`config.mk`:
```
export PLATFORM = sky130hd
export DESIGN_NAME = uart_tx_feeder
export DESIGN_NICKNAME = d
export VERILOG_FILES = /design/src/rtl/uart_tx_feeder.sv
export SDC_FILE = /design/constraint.sdc
export NUM_CORES = 1
export LEC_CHECK = 0
export CAP_MARGIN = 15
export CORE_ASPECT_RATIO = 0.75
export CORE_MARGIN = 2
export CORE_UTILIZATION = 45
export CTS_CLUSTER_DIAMETER = 100
export CTS_CLUSTER_SIZE = 10
export DETAILED_ROUTE_END_ITERATION = 12
export HOLD_SLACK_MARGIN = 0.1
export PLACE_DENSITY = 0.65
export SYNTH_ARGS = -nofsm -noshare
export SYNTH_HDL_FRONTEND = slang
export SYNTH_SLANG_ARGS = --single-unit
export TNS_END_PERCENT = 10
```
`constraint.sdc`:
```
create_clock -name clk -period 3.6 [get_ports clk]
set_input_delay 0.54 -clock clk [delete_from_list [all_inputs] [get_ports clk]]
set_output_delay 0.54 -clock clk [all_outputs]
set_load 0.02 [all_outputs]
```
`src/rtl/uart_tx_feeder.sv`:
```
// uart_tx_feeder
//   Byte FIFO in front of a uart_tx transmitter. Bytes are pushed with wr_en
//   and handed to the transmitter one at a time through a start/busy
//   handshake. Because tx_busy comes from the slow baud-clock domain, the
//   handshake waits indefinitely in each state.
//
//   Optional feature: define UART_TX_FEEDER_LEVEL_EN to add the `level`
//   output (current FIFO occupancy).
//
// Ports
//   clk      in   system clock, rising edge
//   srst     in   asynchronous active-high reset
//   wr_en    in   push request (ignored when full)
//   wr_data  in   byte to queue
//   full     out  FIFO holds DEPTH entries
//   empty    out  FIFO holds zero entries
//   tx_start out  start request to uart_tx
//   tx_data  out  byte presented to uart_tx
//   tx_busy  in   busy from uart_tx
//   sent     out  one-cycle pulse per completed frame
//   level    out  occupancy (only with UART_TX_FEEDER_LEVEL_EN)
//   idle     out  FSM idle and FIFO empty
module uart_tx_feeder #(
  parameter int DEPTH = 16
) (
  input  logic                    clk,
  input  logic                    srst,
  input  logic                    wr_en,
  input  logic [7:0]              wr_data,
  output logic                    full,
  output logic                    empty,
  output logic                    tx_start,
  output logic [7:0]              tx_data,
  input  logic                    tx_busy,
  output logic                    sent,
`ifdef UART_TX_FEEDER_LEVEL_EN
  output logic [$clog2(DEPTH):0]  level,
`endif
  output logic                    idle
);

  localparam int AW = $clog2(DEPTH);
  localparam int CW = AW + 1;
  localparam logic [AW-1:0] PTR_ONE    = AW'(1);
  localparam logic [CW-1:0] CNT_ONE    = CW'(1);
  localparam logic [CW-1:0] FULL_COUNT = CW'(DEPTH);

  typedef enum logic [1:0] {
    IDLE      = 2'd0,
    WAIT_ACK  = 2'd1,
    WAIT_DONE = 2'd2
  } state_t;

  state_t        state_q, state_d;
  logic [AW-1:0] wr_ptr_q, wr_ptr_d;
  logic [AW-1:0] rd_ptr_q, rd_ptr_d;
  logic [CW-1:0] count_q, count_d;
  logic          tx_start_q, tx_start_d;
  logic [7:0]    tx_data_q, tx_data_d;
  logic          sent_q, sent_d;
  logic [7:0]    mem_q [DEPTH];

  logic push;
  logic pop;

  assign full  = (count_q == FULL_COUNT);
  assign empty = (count_q == '0);
  // A push while full is dropped outright, even if a pop frees a slot this cycle.
  assign push  = wr_en && !full;

  // Handshake FSM: pops the head byte and holds it on tx_data until the
  // transmitter acknowledges with tx_busy, then waits for the frame to end.
  always_comb begin
    state_d    = state_q;
    tx_start_d = tx_start_q;
    tx_data_d  = tx_data_q;
    sent_d     = 1'b0;
    pop        = 1'b0;
    case (state_q)
      IDLE: begin
        if (!empty && !tx_busy) begin
          pop        = 1'b1;
          tx_data_d  = mem_q[rd_ptr_q];
          tx_start_d = 1'b1;
          state_d    = WAIT_ACK;
        end
      end
      WAIT_ACK: begin
        if (tx_busy) begin
          tx_start_d = 1'b0;
          state_d    = WAIT_DONE;
        end
      end
      WAIT_DONE: begin
        if (!tx_busy) begin
          sent_d  = 1'b1;
          state_d = IDLE;
        end
      end
      default: begin
        tx_start_d = 1'b0;
        state_d    = IDLE;
      end
    endcase
  end

  always_comb begin
    wr_ptr_d = push ? (wr_ptr_q + PTR_ONE) : wr_ptr_q;
    rd_ptr_d = pop  ? (rd_ptr_q + PTR_ONE) : rd_ptr_q;
    count_d  = count_q;
    case ({push, pop})
      2'b10:   count_d = count_q + CNT_ONE;
      2'b01:   count_d = count_q - CNT_ONE;
      default: count_d = count_q;
    endcase
  end

  always_ff @(posedge clk or posedge srst) begin
    if (srst) begin
      state_q    <= IDLE;
      wr_ptr_q   <= '0;
      rd_ptr_q   <= '0;
      count_q    <= '0;
      tx_start_q <= 1'b0;
      tx_data_q  <= 8'h00;
      sent_q     <= 1'b0;
    end else begin
      state_q    <= state_d;
      wr_ptr_q   <= wr_ptr_d;
      rd_ptr_q   <= rd_ptr_d;
      count_q    <= count_d;
      tx_start_q <= tx_start_d;
      tx_data_q  <= tx_data_d;
      sent_q     <= sent_d;
    end
  end

  // Storage is not reset; the gate on srst keeps writes during reset out of it.
  always_ff @(posedge clk) begin
    if (push && !srst) begin
      mem_q[wr_ptr_q] <= wr_data;
    end
  end

  assign tx_start = tx_start_q;
  assign tx_data  = tx_data_q;
  assign sent     = sent_q;
  assign idle     = (state_q == IDLE) && empty;

`ifdef UART_TX_FEEDER_LEVEL_EN
  assign level = count_q;
`endif

endmodule
```
# Word-level counts from Yosys, hierarchy flattened
# Memories as Yosys holds them, arrays and structs flattened. A register that Yosys moved wholly into a read port is not among the register bits.
# Cells that the tools add are included.
# W data, S select, Z words.
# totals
reg_bits	17
mem_bits_rw	128
in_bits	12
out_inout_bits	13
word_cells	48
mem_count	1
# mem_list
memory	depth	width	read_ports	rd_ports_with_merged_regs	wr	line_no	rtl
mem_q	16	8	1	1	1	61	logic [7:0] mem_q [DEPTH];
# op_classes
addsub	4
eq_ne	8
muxes	14
bitwise_logic	1
n_reduce_logical	14
# ops
operator	count
$pmux W5 S2	1
$add A4 B1 Y4 const B	2
$mux W1	8
$mux W2	3
$ne A2 B2 Y1 const B	3
$pmux W2 S3	1
$reduce_and A3 Y1	2
$add A5 B1 Y5 const B	1
$eq A5 B5 Y1 const B	1
$logic_not A5 Y1	1
$sub A5 B1 Y5 const B	1
$eq A2 B1 Y1 const B	2
$eq A2 B2 Y1 const B	2
$logic_and A1 B1 Y1	4
$logic_not A1 Y1	4
$pmux W1 S3	1
$logic_not A2 Y1	1
$reduce_and A2 Y1	1
$reduce_bool A2 Y1	1
$not A1 Y1	1

# Logic depth before layout (Yosys ltp)
# logic_depth
depth_word	7
ltp_mapped	9
depth_no_buf	9

# Worst setup path after synthesis
# Ideal clock, no wire load.
# synth_timing
path_type	input to register
startpoint	in tx_busy
endpoint	reg count_q[4]
setup_ns	0.080
arrival_time_ns	2.467
required_time_ns	3.520
path_slack_ns	1.053
stages	9
path_buffers	1
path_cell_list	or3_1 > a21oi_1 > buf_2 > ha_1 > ha_1 > a21o_1 > a21oi_1 > mux2i_1 > xnor2_1
# synth_via
elab_chain_cells	6
elab_cells_between_ends	8
classes_between	eq/ne (2); mux (3); reduce/logical (3)
# synth_rtl
element	line_no	rtl
start: declaration	34	input logic tx_busy,
$logic_not A1 Y1 *	n/a	
$logic_and A1 B1 Y1 *	81	if (!empty && !tx_busy) begin
$mux W1 *	81	
$mux W1 *	79	case (state_q)
named net pop	64	logic pop;
$eq A2 B1 Y1 / $eq A2 B2 Y1 (equally long branches)	111	case ({push, pop})
$pmux W5 S2 / $reduce_bool A2 Y1 (equally long branches)	n/a	
end signal: assignment	131	count_q <= count_d;
end: declaration	57	logic [CW-1:0] count_q, count_d;
# The timed path passes the listed nets; every way through them passes the cells marked *.
# A chain may end at the register's enable or synchronous reset.

# Worst setup path after layout
# layout_timing
startpoint	reg count_q[2]
endpoint	out idle
# layout_via
elab_chain_cells	2
# layout_rtl
element	line_no	rtl
$logic_not A5 Y1	67	assign empty = (count_q == '0);
$logic_and A1 B1 Y1	148	assign idle = (state_q == IDLE) && empty;
end: declaration	39	output logic idle
# No other way between the ends.

==> results_dict.tcl <==
set metrics [dict create \
    status "completed" \
    cts_buffers 17 \
    ff2ff_path_depth 10 \
    power_leakage_nw 2.48 \
    ioPinCount 25 \
    groute.usage.overall_pct 17.2 \
    antenna_found_initial 0 \
    netlist.top_cell.by_area "edfxtp_1" \
    nNetsFinal 385 \
    core_region_area_um2 13200 \
    gp_congestion 0.763 \
    postRouteAntennaNets 0 \
    synth_warnings 0 \
    post_cts_buffers 0 \
    h-tree-depth 4 \
    first_iter_violations 194 \
    cts.sinks 153 \
    crit_arrival_ns 2.36 \
    crit_chain "nor4_2 > nand2_1 > nor3_1 > clkdlybuf4s50_1" \
    fin_crit_sh_pct 80.4 \
    synthDistinctLibCells 36 \
    drt-pass1-iter-count 5 \
    synth_top_area_share_pct 62.6 \
    cp-end-kind "output pin" \
    wl_um 11600 \
    ctsHoldBuffers 0 \
    rsz0062_at_grt "false" \
    clk_path_buf_depth 2 \
    synth_edf_count 128 \
    vdd_drop_max_mv 0.707 \
    synth_area_um2 6140 \
    hold_ws_ns 0.430 \
    fin_crit_ns 2.90 \
    synthFlopType "edfxtp_1" \
    max_stage_delay_ns 0.63 \
    path_clk_slew_ns 0.07 \
    port_buffers 24 \
    finalSetupViolCount 0 \
    powerDensity_nw_per_um2 771 \
    grt-ovfl-total 0 \
    final_hold_viol_count 0 \
    drive_gt1_share_pct 21.3 \
    area_growth_pct 17.1 \
    final.setup_skew_ns 0.00975 \
    cts_tree "yes" \
    antenna_cells 0 \
    die_y_um 105 \
    worstMarginPinSlew_ns 1.00 \
    fill_cells 1021 \
    die_x_um 139 \
    crit_path_start_kind "flip-flop" \
    hold_class "in -> async" \
    ys_ff_latch 153 \
    rows 36 \
    postCtsResizedCells 0 \
    max_clock_freq_mhz 345 \
    worst-path-max-fanout 5 \
    clock-root-buffer "clkbuf_16" \
    grt_pass1_wl_um 18400 \
    synth.avg_cell_area_um2 19.3 \
    vias_per_cell 5.51 \
    yosysMostFrequentCell "edfxtp_1" \
    final_util_pct 54.7 \
    yosysSeqAreaShare_pct 72.8 \
    syn_nets 340 \
    crit_type "reg -> out" \
    grt_pass1_vias 3215 \
    required_ns 3.06 \
    dp_hpwl_um 7640 \
    grt_max_degree 23 \
    synth_area_leaders "edfxtp_1 (63%), dfrtp_1 (10%), mux4_2 (7.0%)" \
    ys_top_cells_by_count "edfxtp_1 (128), dfrtp_1 (25), mux4_2 (19), nor2_1 (19), o22ai_1 (16)" \
    clk_latency_ns 0.41 \
    initial_core_util_pct 46.7 \
    cap_violations 0 \
    ys_async_sr_fraction_pct 16.3 \
    route.detailed.drc 0 \
    netlist_instances 318 \
    wl_per_cell_um 21.2 \
    dr_total_vias 3015 \
    die-area_um2 14600 \
    relSlewSlack_pct 33.1 \
    drv_slew 0 \
    tns_ns 0 \
    cp_slowest_cell "clkdlybuf4s50_1" \
]
==> worst max-delay path: cells and delay by family (launching register included) <==
kind / cells / cell delay (ns)
DFF: 1 / 0.41
buffers and inverters: 1 / 0.63
and+or+nand+nor: 3 / 0.89
==> routing by layer <==
metal / GRT usage (%) / part of all wire, %
met5: 0 / 0
met4: 4.55 / 1.0
met3: 5.00 / 7.5
met2: 25.6 / 45
met1: 25.1 / 46
==> report_power, final <==
group	internal, mW	switching (mW)
clock network	0.978	0.756
logic	0.746	0.655
registers	2.14	0.273
==> final cells by class <==
cell class | count | area, um^2 | area share [%]
clock buffers | 17 | 425 | 5.92
clock inverters | 15 | 154 | 2.14
inverters | 7 | 26.3 | 0.365
multi-input cells | 145 | 1550 | 21.5
flip-flops and latches | 153 | 4470 | 62.2
well taps | 171 | 214 | 2.98
repair buffers | 39 | 353 | 4.91
==> kinds of logic after synthesis <==
kind of cell	Yosys count	share of synthesized area (%)
flops	153	72.8
buf+inv	20	2.04
mux	43	14.5
compound gates	37	3.57
simple gates	44	3.32
xor+xnor	11	1.57
fa+ha+maj	10	2.16
==> registers in the layout (all words and copies together) (netlist names) <==
register / cells
count_q: 5
tx_start: 1
tx_data: 8
rd_ptr_q: 4
wr_ptr_q: 4
state_q: 2
mem_q: 128
sent: 1
==> per-stage QoR <==
stage	cells	area [um^2]	worst slack (ns)	total power, mW
2_1_floorplan	318	6140	1.05	3.44
3_3_place_gp	515	6610	0.728	3.82
3_5_place_dp	515	6610	0.679	3.86
4_1_cts	547	7190	0.681	5.58
5_1_grt	547	7190	0.505	5.81
6_report	547	7190	0.705	5.54
==> final timing paths <==
| kind | from | to | slack (ns) |
|---|---|---|---|
| setup reg to reg | count_q[2]$_DFFE_PP0P_ | count_q[4]$_DFFE_PP0P_ | 0.90 |
| setup / recovery | count_q[2]$_DFFE_PP0P_ | idle | 0.70 |
| hold reg to reg | tx_start$_DFFE_PP0P_ | tx_start$_DFFE_PP0P_ | 0.53 |
| max in group asynchronous | srst | rd_ptr_q[2]$_DFFE_PP0P_ | 2.58 |
| min in group clk | tx_start$_DFFE_PP0P_ | tx_start$_DFFE_PP0P_ | 0.53 |
| hold / removal | srst | tx_data[5]$_DFFE_PP0P_ | 0.43 |
==> placed cells by master, fill, tap and decap left out, drive strengths merged, types with 10 or more instances in the layout <==
cell | Yosys | routed
a21oi | 12 | 12
buf | 12 | 15
clkbuf | 1 | 17
clkdlybuf4s50 | 0 | 24
dfrtp | 25 | 25
edfxtp | 128 | 128
inv | 7 | 16
mux2 | 10 | 10
mux4 | 32 | 32
nand2 | 12 | 12
nor2 | 19 | 19
o22ai | 16 | 16
Power figures use the tool's default switching activity.
